**src/rtl/uart_rx.sv**
```systemverilog
// 8N1 UART receiver with two-flop synchroniser, runtime bit period and frame/parity error strobes.
// Define UART_RX_PARITY_EN for 8E1 frames (even parity bit between data and stop).
module uart_rx #(
  parameter int unsigned DATA_BITS   = 8,
  parameter int unsigned SYNC_STAGES = 2
) (
  input  logic       clk,
  input  logic       resetn,
  input  logic [9:0] cycles_per_databit,
  input  logic       rx_line,
  output logic [7:0] rx_data,
  output logic       rx_done,
  output logic       rx_busy,
  output logic       rx_frame_err,
  output logic       rx_parity_err,
  output logic [2:0] curr
);

`ifdef UART_RX_PARITY_EN
  localparam logic ParityEn = 1'b1;
`else
  localparam logic ParityEn = 1'b0;
`endif

  localparam logic [2:0] LastBit = 3'(DATA_BITS - 1);

  typedef enum logic [2:0] {
    StIdle     = 3'd0,
    StStart    = 3'd1,
    StData     = 3'd2,
    StParity   = 3'd3,
    StStop     = 3'd4,
    StWaitIdle = 3'd5
  } state_e;

  state_e                 state_q, state_d;
  logic [SYNC_STAGES-1:0] sync_q;
  logic                   s_rx, s_rx_prev_q;
  logic [9:0]             timer_q, timer_d;
  logic [9:0]             period_q, period_d;
  logic [2:0]             bit_idx_q, bit_idx_d;
  logic [7:0]             shift_q, shift_d;
  logic                   parity_q, parity_d;
  logic [7:0]             data_q, data_d;
  logic                   done_q, done_d;
  logic                   busy_q, busy_d;
  logic                   ferr_q, ferr_d;
  logic                   perr_q, perr_d;
  logic [9:0]             period_clamped;

  assign s_rx           = sync_q[SYNC_STAGES-1];
  assign period_clamped = (cycles_per_databit < 10'd4) ? 10'd4 : cycles_per_databit;

  always_comb begin
    state_d   = state_q;
    timer_d   = timer_q;
    period_d  = period_q;
    bit_idx_d = bit_idx_q;
    shift_d   = shift_q;
    parity_d  = parity_q;
    data_d    = data_q;
    busy_d    = busy_q;
    done_d    = 1'b0;
    ferr_d    = 1'b0;
    perr_d    = 1'b0;
    unique case (state_q)
      StIdle: begin
        if (s_rx_prev_q && !s_rx) begin
          state_d  = StStart;
          timer_d  = 10'd0;
          busy_d   = 1'b1;
          period_d = period_clamped;
        end
      end
      StStart: begin
        // Half-period check rejects glitches shorter than half a bit.
        if (timer_q == (period_q >> 1)) begin
          timer_d = 10'd0;
          if (!s_rx) begin
            state_d   = StData;
            bit_idx_d = 3'd0;
          end else begin
            state_d = StIdle;
            busy_d  = 1'b0;
          end
        end else begin
          timer_d = timer_q + 10'd1;
        end
      end
      StData: begin
        if (timer_q == period_q - 10'd1) begin
          timer_d   = 10'd0;
          shift_d   = {s_rx, shift_q[7:1]};
          bit_idx_d = bit_idx_q + 3'd1;
          if (bit_idx_q == LastBit) state_d = ParityEn ? StParity : StStop;
        end else begin
          timer_d = timer_q + 10'd1;
        end
      end
      StParity: begin
        if (timer_q == period_q - 10'd1) begin
          timer_d  = 10'd0;
          parity_d = s_rx;
          state_d  = StStop;
        end else begin
          timer_d = timer_q + 10'd1;
        end
      end
      StStop: begin
        if (timer_q == period_q - 10'd1) begin
          timer_d = 10'd0;
          if (s_rx) begin
            data_d  = shift_q;
            done_d  = 1'b1;
            perr_d  = ParityEn && (parity_q != ^shift_q);
            busy_d  = 1'b0;
            state_d = StIdle;
          end else begin
            ferr_d  = 1'b1;
            state_d = StWaitIdle;
          end
        end else begin
          timer_d = timer_q + 10'd1;
        end
      end
      StWaitIdle: begin
        // Hold off until the line returns high so a break cannot fake a start edge.
        if (s_rx) begin
          state_d = StIdle;
          busy_d  = 1'b0;
        end
      end
      default: begin
        state_d = StIdle;
        busy_d  = 1'b0;
      end
    endcase
  end

  always_ff @(posedge clk or negedge resetn) begin
    if (!resetn) begin
      sync_q      <= '1;
      s_rx_prev_q <= 1'b1;
      state_q     <= StIdle;
      timer_q     <= 10'd0;
      period_q    <= 10'd4;
      bit_idx_q   <= 3'd0;
      shift_q     <= 8'd0;
      parity_q    <= 1'b0;
      data_q      <= 8'd0;
      done_q      <= 1'b0;
      busy_q      <= 1'b0;
      ferr_q      <= 1'b0;
      perr_q      <= 1'b0;
    end else begin
      sync_q      <= {sync_q[SYNC_STAGES-2:0], rx_line};
      s_rx_prev_q <= s_rx;
      state_q     <= state_d;
      timer_q     <= timer_d;
      period_q    <= period_d;
      bit_idx_q   <= bit_idx_d;
      shift_q     <= shift_d;
      parity_q    <= parity_d;
      data_q      <= data_d;
      done_q      <= done_d;
      busy_q      <= busy_d;
      ferr_q      <= ferr_d;
      perr_q      <= perr_d;
    end
  end

  assign rx_data       = data_q;
  assign rx_done       = done_q;
  assign rx_busy       = busy_q;
  assign rx_frame_err  = ferr_q;
  assign rx_parity_err = perr_q;
  assign curr          = state_q;

endmodule

```
**config.mk**
```make
export PLATFORM = sky130hd
export DESIGN_NAME = uart_rx
export DESIGN_NICKNAME = d
export VERILOG_FILES = /design/src/rtl/uart_rx.sv
export SDC_FILE = /design/constraint.sdc
export NUM_CORES = 1
export LEC_CHECK = 0
export ABC_AREA = 1
export CAP_MARGIN = 20
export CORE_UTILIZATION = 61
export CTS_CLUSTER_SIZE = 20
export DETAILED_ROUTE_END_ITERATION = 16
export PLACE_DENSITY_LB_ADDON = 0.25
export SLEW_MARGIN = 30
export SYNTH_ARGS = -nofsm -noshare
export SYNTH_HDL_FRONTEND = slang
export SYNTH_SLANG_ARGS = --single-unit
```
**constraint.sdc**
```tcl
create_clock -name clk -period 3.3 [get_ports clk]
set_input_delay 0.495 -clock clk [delete_from_list [all_inputs] [get_ports clk]]
set_output_delay 0.495 -clock clk [all_outputs]
set_load 0.01 [all_outputs]
```
### After elaboration in Yosys (flattened, before gate mapping)

Cells that the tools add are included.

* register bits: 48
* word-level logic and storage cells: 76

* add/subtract/negate cells: 3
* $lt $le $gt $ge: 1
* equality and inequality tests: 16
* multiplexer cells: 30
* bitwise gates (word level): 1
* reductions and logical operators: 14

Operators by type and width (number)
* 2-to-1 mux 10 bit: 4
* 2-to-1 mux 3 bit: 11
* one-hot mux 10 bit (3 select lines): 1
* one-hot mux 3 bit (6 select lines): 1
* != test 2 bit (second input constant): 8
* adder 10 x 1 -> 10 bit (second input constant): 1
* == test 10 bit: 1
* == test 10 x 9 -> 1 bit: 1
* < comparator 10 x 3 -> 1 bit (second input constant): 1
* 2-to-1 mux 1 bit: 10
* subtractor 10 x 1 -> 10 bit (second input constant): 1
* == test 3 bit (second input constant): 3
* AND reduction 4 bit: 2
* AND reduction 7 bit: 1
* == test 3 x 2 -> 1 bit (second input constant): 2
* one-hot mux 3 bit (2 select lines): 1
* AND reduction 2 bit: 3
* one-hot mux 1 bit (5 select lines): 1
* adder 3 x 1 -> 3 bit (second input constant): 1
* == test 3 x 1 -> 1 bit (second input constant): 1
* logical NOT 3 bit: 1
* AND reduction 3 bit: 1
* nonzero test 3 bit: 1
* OR reduction 3 bit: 1
* 6 further kinds: 6

### Logic depth before layout (Yosys ltp)

* depth in word-level cells: 4
* mapped depth: 15
* mapped depth without buffers: 15

### Least setup slack after synthesis

Ideal clock, no wire load.

* path kind: register -> register
* from: register period_q[0]
* to: register data_q[7], in the netlist rx_data[7]
* setup time: 118 ps
* arrival: 1805 ps
* slack: 1378 ps
* stages on the path, launching flop included: 15
* period minus slack after synthesis: 1922 ps
* path through: dfrtp_1 > inv_1 > ha_1 > nand2_2 > nor2_4 > inv_1 > nand2_1 > nand3_1 > nor2_2 > nand3_4 > clkinv_2 > nand3_4 > buf_6 > nand2_1 > o21ai_2

* longest elaborated chain between the ends: 3

RTL lines
* start: declaration: RTL line 40 `logic [9:0] period_q, period_d;`
* start signal: assignment: RTL line 160 `period_q <= period_d;`
* subtractor 10 x 1 -> 10 bit: RTL line 110 `if (timer_q == period_q - 10'd1) begin`
* == test 10 bit: RTL line 110
* AND reduction 3 bit (no source line)
* end signal: assignment: RTL line 164 `data_q <= data_d;`
* end: declaration: RTL line 44 `logic [7:0] data_q, data_d;`

No other way between the ends.
A chain may end at the register's enable or synchronous reset.

### Final worst setup path

* from: register period_q[0]
* to: register shift_q[7]

* longest elaborated chain between the ends: 3

RTL lines
* subtractor 10 x 1 -> 10 bit: RTL line 91 `if (timer_q == period_q - 10'd1) begin`
* == test 10 bit: RTL line 91
* AND reduction 2 bit (no source line)
* end signal: assignment: RTL line 162 `shift_q <= shift_d;`
* end: declaration: RTL line 42 `logic [7:0] shift_q, shift_d;`

No other way between the ends.

==> impl_summary.log <==
INFO  metric status = complete, no violations
INFO  metric max_slew_margin_vs_limit = 47.8%
INFO  metric netlist_instances = between 300 and 400
INFO  metric worst-path-max-fanout = 17
INFO  metric syn_area = 2810 um^2
INFO  metric cts_hold_buf = 0
INFO  metric diodes = 0
INFO  metric total_leakage_power = around 0.0016 uW
INFO  metric largest_net_degree_at_the_start_of_global_routing = 48
INFO  metric critical_path.n_buffers_inverters = 3
INFO  metric setup_viol = 0
INFO  metric synth.net_count = 383
INFO  metric drt-wirelength-per-cell = 12.9 um
INFO  metric post_dp_cell_area = between 3000 and 4000 um^2
INFO  metric p_per_area = 736 nW/um^2
INFO  metric post_cts_buffers = 0
INFO  metric cts.reportedPaths.clkPinSlew = 0.09 ns
INFO  metric layout.cells.non_filler = approximately 450
INFO  metric vias_per_cell = 5.37
INFO  metric worst-setup-path-type = flip-flop to flip-flop
INFO  metric grt_use_total = a little over a quarter
INFO  metric area_growth_syn_to_layout = 13.7%
INFO  metric synth_seq_cells = 48
INFO  metric timing.final.crit_period = 2.25 ns
INFO  metric dieWidth = 69.8 um
INFO  metric via_count = 2388
INFO  metric critical_path_cell_by_cell = inv_1 > ha_1 > nand2_2 > nor2_4 > inv_1 > nand2_1 > nand3_1 > nor2_2 > nand3_4 > nor2_4 > inv_2 > nor2_1 > a21oi_1
INFO  metric firstDrtPassIters = 5
INFO  metric first_global_vias = between 2000 and 2500
INFO  metric critPathCaptureType = flip-flop
INFO  metric timing.max_cap.violations = 0
INFO  metric holdCritPathClass = input port to asynchronous set/reset pin
INFO  metric power.ir.vdd_worst = 0.000393 V
INFO  metric dieHeight = 69.8 um
INFO  metric post-place-cells = 437
INFO  metric clk_root_buffer_cell = sky130_fd_sc_hd__clkbuf_8
INFO  metric critical_path.top_delay_family = simple AND/OR/NAND/NOR gates
INFO  metric final_area = 3190 um^2
INFO  metric h-tree-depth = 2
INFO  metric rows = 24
INFO  metric number_of_antenna_violations_at_the_first_check_in_global_routing = 0
INFO  metric async_reset_ff_share = 100%
INFO  metric bufs_on_longest_clock_path = 2
INFO  metric die-area = between 4000 and 5000 um^2
INFO  metric globalRouteOverflowTotal = 0
INFO  metric clock_skew = 0.00509 ns
INFO  metric worst_ep_arrival_time = 2.44 ns
INFO  metric tritoncts_clock_tree = done
INFO  metric detailedRoute.firstIterationViolations = between 150 and 200
INFO  metric post_cts_resize_count = 0
INFO  metric grt_setup_unrepaired = false
INFO  metric design.core.area = between 4000 and 5000 um^2
INFO  metric port-buffer-count = 26
INFO  metric fin_setup_tns = 0 ns
INFO  metric yosysUniqueCellTypes = 32
INFO  metric initial_core_util = 64.0%
INFO  metric critical-path-max-stage-delay = 0.38 ns
INFO  metric worstPathRequired = 3.49 ns
INFO  metric worst_skew_pair.late_latency = 0.29 ns
INFO  metric io_pins = 28
INFO  metric count_of_nets_after_finishing = a little over 400
INFO  metric worst_pin_slew = 0.775 ns
INFO  metric rrSetupSlack = 1.05 ns
INFO  metric first_pass_grt_wire_length = roughly 10 mm
INFO  metric synth_sequential_area_ratio = 43.0%
INFO  metric final_gp_congestion = 0.917
INFO  metric finalHoldViolations = 0
INFO  metric finalCritPeriodShare = 68.1%
INFO  metric synth-edff-count = 0
INFO  metric postRouteAntennaNets = 0
INFO  metric achievable-frequency = between 400 and 500 MHz
INFO  metric report.final.slew_viol_count = 0
INFO  metric drc_errors = 0
INFO  metric syn_avg_cell_area = 7.66 um^2
INFO  metric cp-start-kind = flip-flop
INFO  metric cts_inserted_buffers = 5
INFO  metric critical-path-slowest-cell = sky130_fd_sc_hd__dfrtp_1
INFO  metric yosys_warnings = 0
INFO  metric hpwl = 4.29 mm
INFO  metric share_of_cells_above_drive_strength_1 = 9.41%
INFO  metric wl = 5.72 mm
INFO  metric cts_sinks = 48
INFO  metric synth_top_flop_cell = sky130_fd_sc_hd__dfrtp_1
kinds of logic after synthesis:
family	Yosys count	share of synthesized area, %
buffers and inverters	68	9.99
XOR/XNOR	19	5.93
adder cells (fa/ha/maj)	4	1.78
AND/OR/NAND/NOR	174	27.9
AO/OA/AOI/OAI	52	11.2
flip-flops	48	43.0
other	1	0.134
routing by layer:
metal	up-vias	share of wire, %	global-route usage [%]	routed length (um)
met2	64	48	43.7	2760
met4	0	0.91	6.22	52
met3	7	4.5	4.36	258
met1	1118	46	38.0	2650
li1	1199	-	-	-
met5	-	0	0	0
flip-flops by register name, indices dropped and copies added, names as in the netlist:
| name | cells |
|---|---|
| bit_idx_q | 3 |
| curr | 3 |
| rx_busy | 1 |
| rx_frame_err | 1 |
| rx_data | 8 |
| period_q | 10 |
| timer_q | 10 |
| sync_q | 2 |
| shift_q | 8 |
| rx_done | 1 |
| s_rx_prev_q | 1 |
metrics by stage:
step	hold WS, ns	util [%]	setup WS (ns)	total power, uW
global route	0.236	72.7	0.832	2560
floorplan	0.199	-	1.38	1660
CTS	0.218	72.7	1.06	2350
global placement	0.349	70.2	1.19	1900
detailed placement	0.351	70.3	1.07	1930
finish	0.181	72.7	1.05	2350
worst register-to-register path: stages, from the launching register on:
cell and delay (ns):
sky130_fd_sc_hd__dfrtp_1 0.38, sky130_fd_sc_hd__inv_1 0.11, sky130_fd_sc_hd__ha_1 0.30, sky130_fd_sc_hd__nand2_2 0.14, sky130_fd_sc_hd__nor2_4 0.15, sky130_fd_sc_hd__inv_1 0.05, sky130_fd_sc_hd__nand2_1 0.06, sky130_fd_sc_hd__nand3_1 0.10
sky130_fd_sc_hd__nor2_2 0.14, sky130_fd_sc_hd__nand3_4 0.15, sky130_fd_sc_hd__nor2_4 0.31, sky130_fd_sc_hd__inv_2 0.11, sky130_fd_sc_hd__nor2_1 0.10, sky130_fd_sc_hd__a21oi_1 0.05
report_power, final:
group	total, uW	internal (uW)	leakage [uW]	switching [uW]
sequential	877	700	0.000632	176
clock	414	225	0.0000552	189
combinational	1060	398	0.000877	658
total	2350	1320	0.00156	1020
final timing paths:
check                            startpoint         end  depth (start not counted)
worst max-delay path            period_q[0]  shift_q[7]                         13
worst min-delay path                 resetn     curr[2]                          1
worst max register to register  period_q[0]  shift_q[7]                         13
worst min register to register    sync_q[0]   sync_q[1]                          0
max in group asynchronous            resetn   sync_q[1]                          2
min in group clk                  sync_q[0]   sync_q[1]                          0
cell usage in the layout, fill, tap and decap left out:
| cell | synthesis | final |
|---|---|---|
| sky130_fd_sc_hd__xor2_1 | 14 | 14 |
| sky130_fd_sc_hd__bufinv_16 | 0 | 1 |
| sky130_fd_sc_hd__buf_4 | 1 | 2 |
| sky130_fd_sc_hd__o21bai_1 | 1 | 1 |
| sky130_fd_sc_hd__nor2_2 | 5 | 5 |
| sky130_fd_sc_hd__a21boi_4 | 1 | 1 |
| sky130_fd_sc_hd__nand3_1 | 27 | 27 |
| sky130_fd_sc_hd__nor3b_1 | 1 | 1 |
| sky130_fd_sc_hd__clkdlybuf4s50_1 | 0 | 25 |
| sky130_fd_sc_hd__conb_1 | 1 | 1 |
| sky130_fd_sc_hd__inv_1 | 57 | 57 |
| sky130_fd_sc_hd__clkbuf_1 | 1 | 1 |
| sky130_fd_sc_hd__a21oi_1 | 3 | 3 |
| sky130_fd_sc_hd__clkinv_2 | 1 | 2 |
| sky130_fd_sc_hd__clkbuf_8 | 0 | 5 |
| sky130_fd_sc_hd__dfstp_2 | 4 | 4 |
| sky130_fd_sc_hd__o21ai_1 | 2 | 2 |
| sky130_fd_sc_hd__nand2_1 | 95 | 95 |
| sky130_fd_sc_hd__nor3_1 | 4 | 4 |
| sky130_fd_sc_hd__o21ai_2 | 8 | 8 |
| sky130_fd_sc_hd__nor2_1 | 29 | 29 |
| sky130_fd_sc_hd__o21ai_0 | 30 | 30 |
| sky130_fd_sc_hd__ha_1 | 4 | 4 |
| sky130_fd_sc_hd__nand3_4 | 2 | 2 |
| sky130_fd_sc_hd__o22ai_1 | 7 | 7 |
| sky130_fd_sc_hd__xnor2_1 | 5 | 5 |
| sky130_fd_sc_hd__nand2_2 | 1 | 1 |
| sky130_fd_sc_hd__nor2_4 | 4 | 4 |
| sky130_fd_sc_hd__nor4_1 | 1 | 1 |
| sky130_fd_sc_hd__inv_2 | 2 | 2 |
| sky130_fd_sc_hd__dfrtp_1 | 44 | 44 |
| sky130_fd_sc_hd__nand4_1 | 5 | 5 |
final cells by class:
type | instances | area [um^2]
clock inverters | 2 | 35.0
repair buffers | 27 | 265
multi-input cells | 250 | 1320
flip-flops and latches | 48 | 1210
clock buffers | 6 | 72.6
well taps | 52 | 65.1
inverters | 60 | 226
fillers | 329 | 1190
synthesized netlist by cell type, types with 2 or more instances:
| cell | count | share of area [%] |
|---|---|---|
| sky130_fd_sc_hd__xnor2_1 | 5 | 1.6 |
| sky130_fd_sc_hd__inv_2 | 2 | 0.27 |
| sky130_fd_sc_hd__o22ai_1 | 7 | 1.6 |
| sky130_fd_sc_hd__nor2_2 | 5 | 1.1 |
| sky130_fd_sc_hd__dfrtp_1 | 44 | 39 |
| sky130_fd_sc_hd__nor3_1 | 4 | 0.71 |
| sky130_fd_sc_hd__inv_1 | 57 | 7.6 |
| sky130_fd_sc_hd__nor2_4 | 4 | 1.6 |
| sky130_fd_sc_hd__dfstp_2 | 4 | 3.7 |
| sky130_fd_sc_hd__ha_1 | 4 | 1.8 |
| sky130_fd_sc_hd__xor2_1 | 14 | 4.4 |
| sky130_fd_sc_hd__nand4_1 | 5 | 1.1 |
| sky130_fd_sc_hd__buf_6 | 2 | 0.80 |
| sky130_fd_sc_hd__o21ai_0 | 30 | 5.4 |
| sky130_fd_sc_hd__buf_2 | 3 | 0.54 |
| sky130_fd_sc_hd__nand3_1 | 27 | 4.8 |
| sky130_fd_sc_hd__nand3_4 | 2 | 1.2 |
| sky130_fd_sc_hd__nand2_1 | 95 | 13 |
| sky130_fd_sc_hd__a21oi_1 | 3 | 0.54 |
| sky130_fd_sc_hd__o21ai_2 | 8 | 2.5 |
| sky130_fd_sc_hd__o21ai_1 | 2 | 0.36 |
| sky130_fd_sc_hd__nor2_1 | 29 | 3.9 |
(Power assumes the default switching activity.)
